<file path="src/rtl/mem_ctrl.sv">
// Byte-serial RAM controller arbitrating instruction fetches and load/store
// accesses onto a single 8-bit synchronous-read RAM port.
module mem_ctrl #(
    parameter int ADDR_W = 17
) (
    input  logic              clk,
    input  logic              rst,
    input  logic              if_req,
    input  logic [ADDR_W-1:0] if_addr,
    input  logic              if_flush,
    output logic              if_ack,
    output logic [31:0]       if_inst,
    input  logic              mem_req,
    input  logic              mem_we,
    input  logic [2:0]        mem_op,
    input  logic [ADDR_W-1:0] mem_addr,
    input  logic [31:0]       mem_wdata,
    output logic              mem_ack,
    output logic [31:0]       mem_rdata,
    output logic [ADDR_W-1:0] ram_a,
    output logic [7:0]        ram_dout,
    output logic              ram_wr,
    input  logic [7:0]        ram_din
);

    typedef enum logic [1:0] {IDLE, BUSY, DONE} state_t;

    state_t              state_q, state_d;
    logic [2:0]          c_q, c_d;
    logic                own_mem_q, own_mem_d;
    logic [ADDR_W-1:0]   addr_q, addr_d;
    logic [1:0]          size_q, size_d;
    logic                uns_q, uns_d;
    logic                we_q, we_d;
    logic [31:0]         wdata_q, wdata_d;
    logic [31:0]         data_q, data_d;
    logic [31:0]         inst_q, inst_d;
    logic [31:0]         rdata_q, rdata_d;
    logic [2:0]          n_len;
    logic [1:0]          cap_idx;

    function automatic logic [31:0] extend(input logic [31:0] d, input logic [1:0] sz,
                                           input logic uns);
        logic [31:0] r;
        case (sz)
            2'b00:   r = {{24{d[7]  & ~uns}}, d[7:0]};
            2'b01:   r = {{16{d[15] & ~uns}}, d[15:0]};
            default: r = d;
        endcase
        return r;
    endfunction

    assign n_len   = (size_q == 2'b00) ? 3'd1 : (size_q == 2'b01) ? 3'd2 : 3'd4;
    // Read data lags the address by one cycle, so count c lands in byte c-1.
    assign cap_idx = c_q[1:0] - 2'd1;

    always_comb begin
        state_d   = state_q;
        c_d       = c_q;
        own_mem_d = own_mem_q;
        addr_d    = addr_q;
        size_d    = size_q;
        uns_d     = uns_q;
        we_d      = we_q;
        wdata_d   = wdata_q;
        data_d    = data_q;
        inst_d    = inst_q;
        rdata_d   = rdata_q;
        ram_a     = '0;
        ram_dout  = '0;
        ram_wr    = 1'b0;
        if_ack    = 1'b0;
        mem_ack   = 1'b0;
        if_inst   = inst_q;
        mem_rdata = rdata_q;
        case (state_q)
            IDLE: begin
                if (mem_req) begin
                    own_mem_d = 1'b1;
                    addr_d    = mem_addr;
                    size_d    = mem_op[1:0];
                    uns_d     = mem_op[2];
                    we_d      = mem_we;
                    wdata_d   = mem_wdata;
                    data_d    = '0;
                    c_d       = '0;
                    state_d   = BUSY;
                end else if (if_req && !if_flush) begin
                    own_mem_d = 1'b0;
                    addr_d    = if_addr;
                    size_d    = 2'b10;
                    uns_d     = 1'b0;
                    we_d      = 1'b0;
                    wdata_d   = '0;
                    data_d    = '0;
                    c_d       = '0;
                    state_d   = BUSY;
                end
            end
            BUSY: begin
                if (!own_mem_q && if_flush) begin
                    c_d     = '0;
                    state_d = IDLE;
                end else begin
                    if (c_q < n_len) begin
                        ram_a = addr_q + ADDR_W'(c_q);
                        if (we_q) begin
                            ram_wr   = 1'b1;
                            ram_dout = wdata_q[{c_q[1:0], 3'b000} +: 8];
                        end
                    end
                    if (!we_q && c_q != 3'd0)
                        data_d[{cap_idx, 3'b000} +: 8] = ram_din;
                    c_d = c_q + 3'd1;
                    if (c_q == n_len) begin
                        state_d = DONE;
                        if (own_mem_q && !we_q)
                            rdata_d = extend(data_d, size_q, uns_q);
                    end
                end
            end
            DONE: begin
                c_d     = '0;
                state_d = IDLE;
                if (own_mem_q) begin
                    mem_ack = 1'b1;
                end else if (!if_flush) begin
                    // A late flush suppresses both the pulse and the visible word.
                    if_ack  = 1'b1;
                    if_inst = data_q;
                    inst_d  = data_q;
                end
            end
            default: begin
                c_d     = '0;
                state_d = IDLE;
            end
        endcase
    end

    always_ff @(posedge clk or negedge rst) begin
        if (!rst) begin
            state_q   <= IDLE;
            c_q       <= '0;
            own_mem_q <= 1'b0;
            addr_q    <= '0;
            size_q    <= '0;
            uns_q     <= 1'b0;
            we_q      <= 1'b0;
            wdata_q   <= '0;
            data_q    <= '0;
            inst_q    <= '0;
            rdata_q   <= '0;
        end else begin
            state_q   <= state_d;
            c_q       <= c_d;
            own_mem_q <= own_mem_d;
            addr_q    <= addr_d;
            size_q    <= size_d;
            uns_q     <= uns_d;
            we_q      <= we_d;
            wdata_q   <= wdata_d;
            data_q    <= data_d;
            inst_q    <= inst_d;
            rdata_q   <= rdata_d;
        end
    end

endmodule

</file>
<file path="config.mk">
export PLATFORM = sky130hd
export DESIGN_NAME = mem_ctrl
export DESIGN_NICKNAME = d
export VERILOG_FILES = /design/src/rtl/mem_ctrl.sv
export SDC_FILE = /design/constraint.sdc
export NUM_CORES = 1
export LEC_CHECK = 0
export BUFFER_PORTS_ARGS = -buffer_cell sky130_fd_sc_hd__buf_2
export CAP_MARGIN = 20
export CELL_PAD_IN_SITES_DETAIL_PLACEMENT = 1
export CELL_PAD_IN_SITES_GLOBAL_PLACEMENT = 1
export CORE_UTILIZATION = 46
export DETAILED_ROUTE_END_ITERATION = 10
export GPL_TIMING_DRIVEN = 0
export PLACE_DENSITY = 0.95
export SYNTH_ARGS = -nofsm -noshare
export SYNTH_HDL_FRONTEND = slang
export SYNTH_SLANG_ARGS = --single-unit
</file>
<file path="constraint.sdc">
create_clock -name clk -period 4.7 [get_ports clk]
set_clock_uncertainty 0.2 [all_clocks]
set_input_delay 0.235 -clock clk [delete_from_list [all_inputs] [get_ports clk]]
set_output_delay 0.235 -clock clk [all_outputs]
set_load 0.03 [all_outputs]
</file>
==> metrics, run 1 <==
Startpoint Class flip-flop; Slew Limit Fails 0; Core Footprint 16100 um^2; die height 131 um; run status complete, no violations; H-tree levels 4; PwrDens 644 nW/um^2; Synth async-reset ratio 1.00; Netlist Area Pre-Place 7690 um^2; Final Cycle Share 0.937; Ports 175; Crit Path Category flip-flop to primary output; Routed Antenna Nets 0; post-layout instance area 10300 um^2; Max-Cap Viols 0; register area share after synthesis 0.504; DRC 0; Initial Util 0.477; top layer in use met4; Area Growth Syn to Fin 34.0%; Post-synth EDFFs 0; n_diodes 0; GRT Total Usage 0.388; vias in the first global route 8412; vias per cell 6.44; Rows 46; Main synth FF type dfrtp_1; worst reg2reg path endpoint mem_rdata[30]; Place WS 1.03 ns; unrepaired setup endpoints after global routing no; setup TNS 0 ns; vias 7721; Mapped Cells 696; global-route wire length before repair 50.5 mm; Ys Warns 0; P_leak 4.90 nW; Mapped Avg Cell Area 11.0 um^2; Final WS setup 0.297 ns; Switching Share 0.456; clock buffer depth 2; DRT Wirelength 32.8 mm; WL/cell 27.3 um; cell count of the worst reg-to-reg path 10; CTS Sinks 155; Final Hold Viols 0; WL met2 16.0 mm; CTS buffer count 17; DR pass1 iterations 5; detailed placement HPWL 17.4 mm; Max Clk Rate 227 MHz; gpl congestion 0.877; most frequent cells in the layout 197 x buf_2, 155 x dfrtp_1, 79 x dlygate4sd3_1; global route total overflow 0; worst reg2reg setup slack 0.72 ns; CP max FO 10; Die ar. 17200 um^2; HP Class input port to asynchronous set/reset pin; Filler Cell Count 1743; commonest non-fill, non-tap cell in the layout buf_2; Comb pwr share 0.436; Worst setup EP type primary output; total power 6.63 mW; slew margin rel. 0.319; synthesized net count 791; setup repair bufs after CTS 0; sequential power share 0.327; port bufs 174; placed instance area 8860 um^2; Nets 1064; Die W 131 um; CTS Root Buffer Type clkbuf_16; clk_lat worst skew 0.45 ns; routed wl met3 2.68 mm; met1 WL 12.3 mm; layout cells sized above 1 0.298; Synth Register Bits 155; crit path DAT 3.97 ns; worst-margin pin slew 1.02 ns; clock slew at reported path FFs 0.08 ns; Sw Pwr 3.02 mW; largest net degree at the start of global routing 98; Req. time, crit path 4.26 ns; Worst IR Drop VDD 0.390 mV; clock share of power 0.238; initial antenna violation count 0; Internal Power 3.61 mW; fin crit period 4.40 ns; final-report setup violation count 0; Yosys cell types 60; CTS tree built; starting DRC count in detailed routing 688; R2R Path Start c_q[0]
## final cells by class
type	count	area, um^2	area share
multi-input combinational	476	3520	0.342
clock buffer	18	439	0.0426
clock inverter	14	205	0.0199
timing repair buffer	254	1700	0.165
tap	216	270	0.0262
buffer	53	243	0.0236
sequential	155	3880	0.377
inverter	12	45.0	0.00437
## critical path, cell delays in order, from the launching register on
cell and delay (ns):
dfrtp_1 0.52, clkbuf_1 0.57, inv_1 0.25, fa_1 0.51, and2b_1 0.34, o2111ai_1 0.36
or4_1 0.54, a21oi_1 0.17, buf_2 0.23
## routing by layer
layer | GRT usage | up-vias
met2 | 0.661 | 566
met4 | 0.205 | 0
met3 | 0.0891 | 151
met5 | 0 | -
li1 | - | 3108
met1 | 0.457 | 3896
## how the worst max path moves through the flow
stage	from	endpoint	slack [ns]
2_1_floorplan	c_q[1]	ram_a[16]	1.55
3_3_place_gp	rst	addr_q[9]	0.94
3_5_place_dp	c_q[1]	ram_a[16]	1.03
4_1_cts	c_q[1]	ram_a[16]	0.56
5_1_grt	c_q[1]	ram_a[16]	0.16
6_report	c_q[1]	ram_a[16]	0.30
## cell usage after synthesis, drive strengths merged, types with 16 or more instances
| cell type | instances | share of area |
|---|---|---|
| buf | 30 | 0.020 |
| dfrtp | 155 | 0.50 |
| a41oi | 16 | 0.028 |
| nand2b | 22 | 0.018 |
| a31oi | 16 | 0.013 |
| nand2 | 31 | 0.015 |
| o21ai | 61 | 0.040 |
| clkbuf | 23 | 0.011 |
| mux2 | 32 | 0.047 |
| mux2i | 17 | 0.022 |
| nor2b | 32 | 0.026 |
| nor2 | 49 | 0.024 |
| nor4 | 19 | 0.019 |
| a21boi | 17 | 0.017 |
| a22o | 60 | 0.068 |
## flip-flops by register name, summed over array words and instances, names as in the netlist
name and count:
data_q 32, size_q 2, own_mem_q 1, wdata_q 32, addr_q 17, c_q 3
state_q 2, mem_rdata 32, we_q 1, uns_q 1, inst_q 32
## per-stage QoR
step / cells / hold WS (ns) / util
after floorplan: 696 / -0.261 / -
after detailed placement: 1087 / 0.0431 / 0.550
after CTS: 1198 / 0.111 / 0.639
after global placement: 1086 / 0.251 / 0.548
final: 1198 / 0.132 / 0.639
after global routing: 1198 / 0.155 / 0.639
## kinds of logic (layout without fill, tap and decap cells)
group	count (synthesis)	in the layout	synth area share
and+or+nand+nor	208	208	0.150
buffers and inverters	65	351	0.0373
muxes	57	57	0.0924
AOI/OAI and AO/OA	190	190	0.185
xor gates and xnor gates	9	9	0.0103
adders and majority gates	12	12	0.0205
DFF	155	155	0.504
## power by group through the flow
stage / sequential (mW) / clock (mW) / combinational, mW
2_1_floorplan: 2.26 / 0 / 1.55
5_1_grt: 2.19 / 1.61 / 3.03
4_1_cts: 2.09 / 1.53 / 2.68
3_3_place_gp: 2.06 / 0 / 2.45
3_5_place_dp: 2.10 / 0 / 2.56
6_report: 2.17 / 1.58 / 2.89
## timing repair
action | CTS | global route
endpoints found under the hold margin | 126 | 0
setup endpoints to repair | 0 | 6
hold buffers | 79 | 0
gates resized for setup | 0 | 2
(Power assumes the default switching activity.)
==> inputs of run 2 (changes only) <==
- GPL_ROUTABILITY_DRIVEN: default -> 1
- HOLD_SLACK_MARGIN: default -> 0.15
- PLACE_DENSITY: 0.95 -> default
- PLACE_DENSITY_LB_ADDON: default -> 0.1
==> metrics, run 2 (synthesis gave the netlist of run 1 again) <==
critical path depth 8; R2R Path Start c_q[0]; DRC 0; vias 7261; DRT Wirelength 29.7 mm; global route total overflow 0; max incr delay on CP 0.64 ns; most frequent cells in the layout 197 x buf_2, 155 x dfrtp_1, 79 x dlygate4sd3_1; CP Cell Sequence clkbuf_1, inv_1, fa_1, and2b_1, o2111ai_1, or3_1, a21oi_1, buf_2; Final Hold Viols 0; Filler Cell Count 1767; Max-Cap Viols 0; DR pass1 iterations 5; setup TNS 0 ns; run status complete, no violations; largest net degree at the start of global routing 88; crit path from c_q[1]; global-route wire length before repair 46.6 mm; n_diodes 0; H-tree levels 4; Slowest-stage cell, CP clkbuf_1; worst-margin pin slew 1.10 ns; Req. time, crit path 4.26 ns; detailed placement HPWL 17.5 mm; crit path DAT 3.98 ns; post-CTS sizing 0; PwrDens 626 nW/um^2; initial antenna violation count 0; CP endpoint ram_a[12]; commonest non-fill, non-tap cell in the layout buf_2; Buf+Inv Stages, Crit Path 3; clock slew at reported path FFs 0.06 ns; CTS tree built; clock buffer depth 2; layout cells sized above 1 0.297; cell count of the worst reg-to-reg path 10; total power 6.44 mW; die height 131 um; Nets 1064; final-report setup violation count 0; gpl congestion 0.837; Ports 175; Core Footprint 16100 um^2; kind of cell adding the most delay to the critical path buffers and inverters; Final Cycle Share 0.939; CTS buffer count 17; Area Growth Syn to Fin 33.8%; WL/cell 24.8 um; vias per cell 6.06; starting DRC count in detailed routing 423; CTS Root Buffer Type clkbuf_16; GRT Total Usage 0.356; Slew Limit Fails 0; Seq. cell area 3880 um^2; Max Clk Rate 227 MHz; Routed Antenna Nets 0; footprint of the multi-input gates 3520 um^2; worst reg2reg path endpoint mem_rdata[19]; clk_lat worst skew 0.45 ns; fin crit period 4.41 ns; unrepaired setup endpoints after global routing no; Die W 131 um; CTS Sinks 155; Rows 46; Crit Path Category flip-flop to primary output; Die ar. 17200 um^2; Initial Util 0.477; CP max FO 10; Startpoint Class flip-flop; slew margin rel. 0.264; Worst setup EP type primary output; port bufs 174; P_leak 4.90 nW; worst reg2reg setup slack 1.00 ns; Worst IR Drop VDD 0.379 mV; vias in the first global route 8100; HP Class input port to flip-flop
## run 2: changes by cell type in the layout (fill, tap and decap cells not counted), sizes merged
cell,delta
clkbuf,-1
clkinv,+1
## run 2: layout make-up
type	instances	share of cell area
Timing Repair Buffer	254	0.165
Inverter	12	0.00438
Clock inverter	15	0.0205
Multi-Input combinational cell	476	0.342
Sequential cell	155	0.377
Clock buffer	17	0.0413
Buffer	53	0.0235
Tap cell	216	0.0263
## run 2: how the worst min path moves through the flow
stage	end	startpoint	slack, ns	depth (start not counted)
after floorplan	addr_q[0]	rst	-0.26	0
after global placement	we_q	mem_we	0.25	2
after detailed placement	inst_q[26]	rst	0.15	1
after CTS	inst_q[0]	if_flush	0.17	3
after global routing	inst_q[1]	if_flush	0.17	3
final	inst_q[1]	if_flush	0.18	3
## run 2: tightest hold or removal path, cell delays in order
cell	delay, ns
buf_2	0.13
nor4b_2	0.13
mux2_2	0.28
## run 2: power breakdown
group          switching [mW]  leakage, nW  internal, mW  total [mW]
clock                   0.623        0.308         0.901        1.52
sequential              0.403         1.98          1.75        2.15
combinational            1.83         2.61         0.934        2.76
total                    2.85         4.90          3.59        6.44
## run 2: layer usage
layer / vias to the layer above / GRT usage / share of wire
li1: 3095 / - / -
met1: 3751 / 0.395 / 0.38
met2: 314 / 0.643 / 0.53
met3: 101 / 0.0637 / 0.052
met4: 0 / 0.195 / 0.045
met5: - / 0 / 0
## run 2: metrics by stage
step	std cells	utilization	instance area [um^2]	hold slack, ns	setup WS (ns)
2_1_floorplan	696	-	7690	-0.261	1.55
3_3_place_gp	1086	0.548	8830	0.254	1.05
3_5_place_dp	1087	0.550	8860	0.152	1.07
4_1_cts	1198	0.639	10300	0.172	0.541
5_1_grt	1198	0.639	10300	0.175	0.248
6_report	1198	0.639	10300	0.176	0.287
## run 2: timing repair
| action | in CTS | in global routing |
|---|---|---|
| endpoints found under the hold margin | 155 | 0 |
| hold buffers | 79 | 0 |
| setup buffers | 0 | 0 |
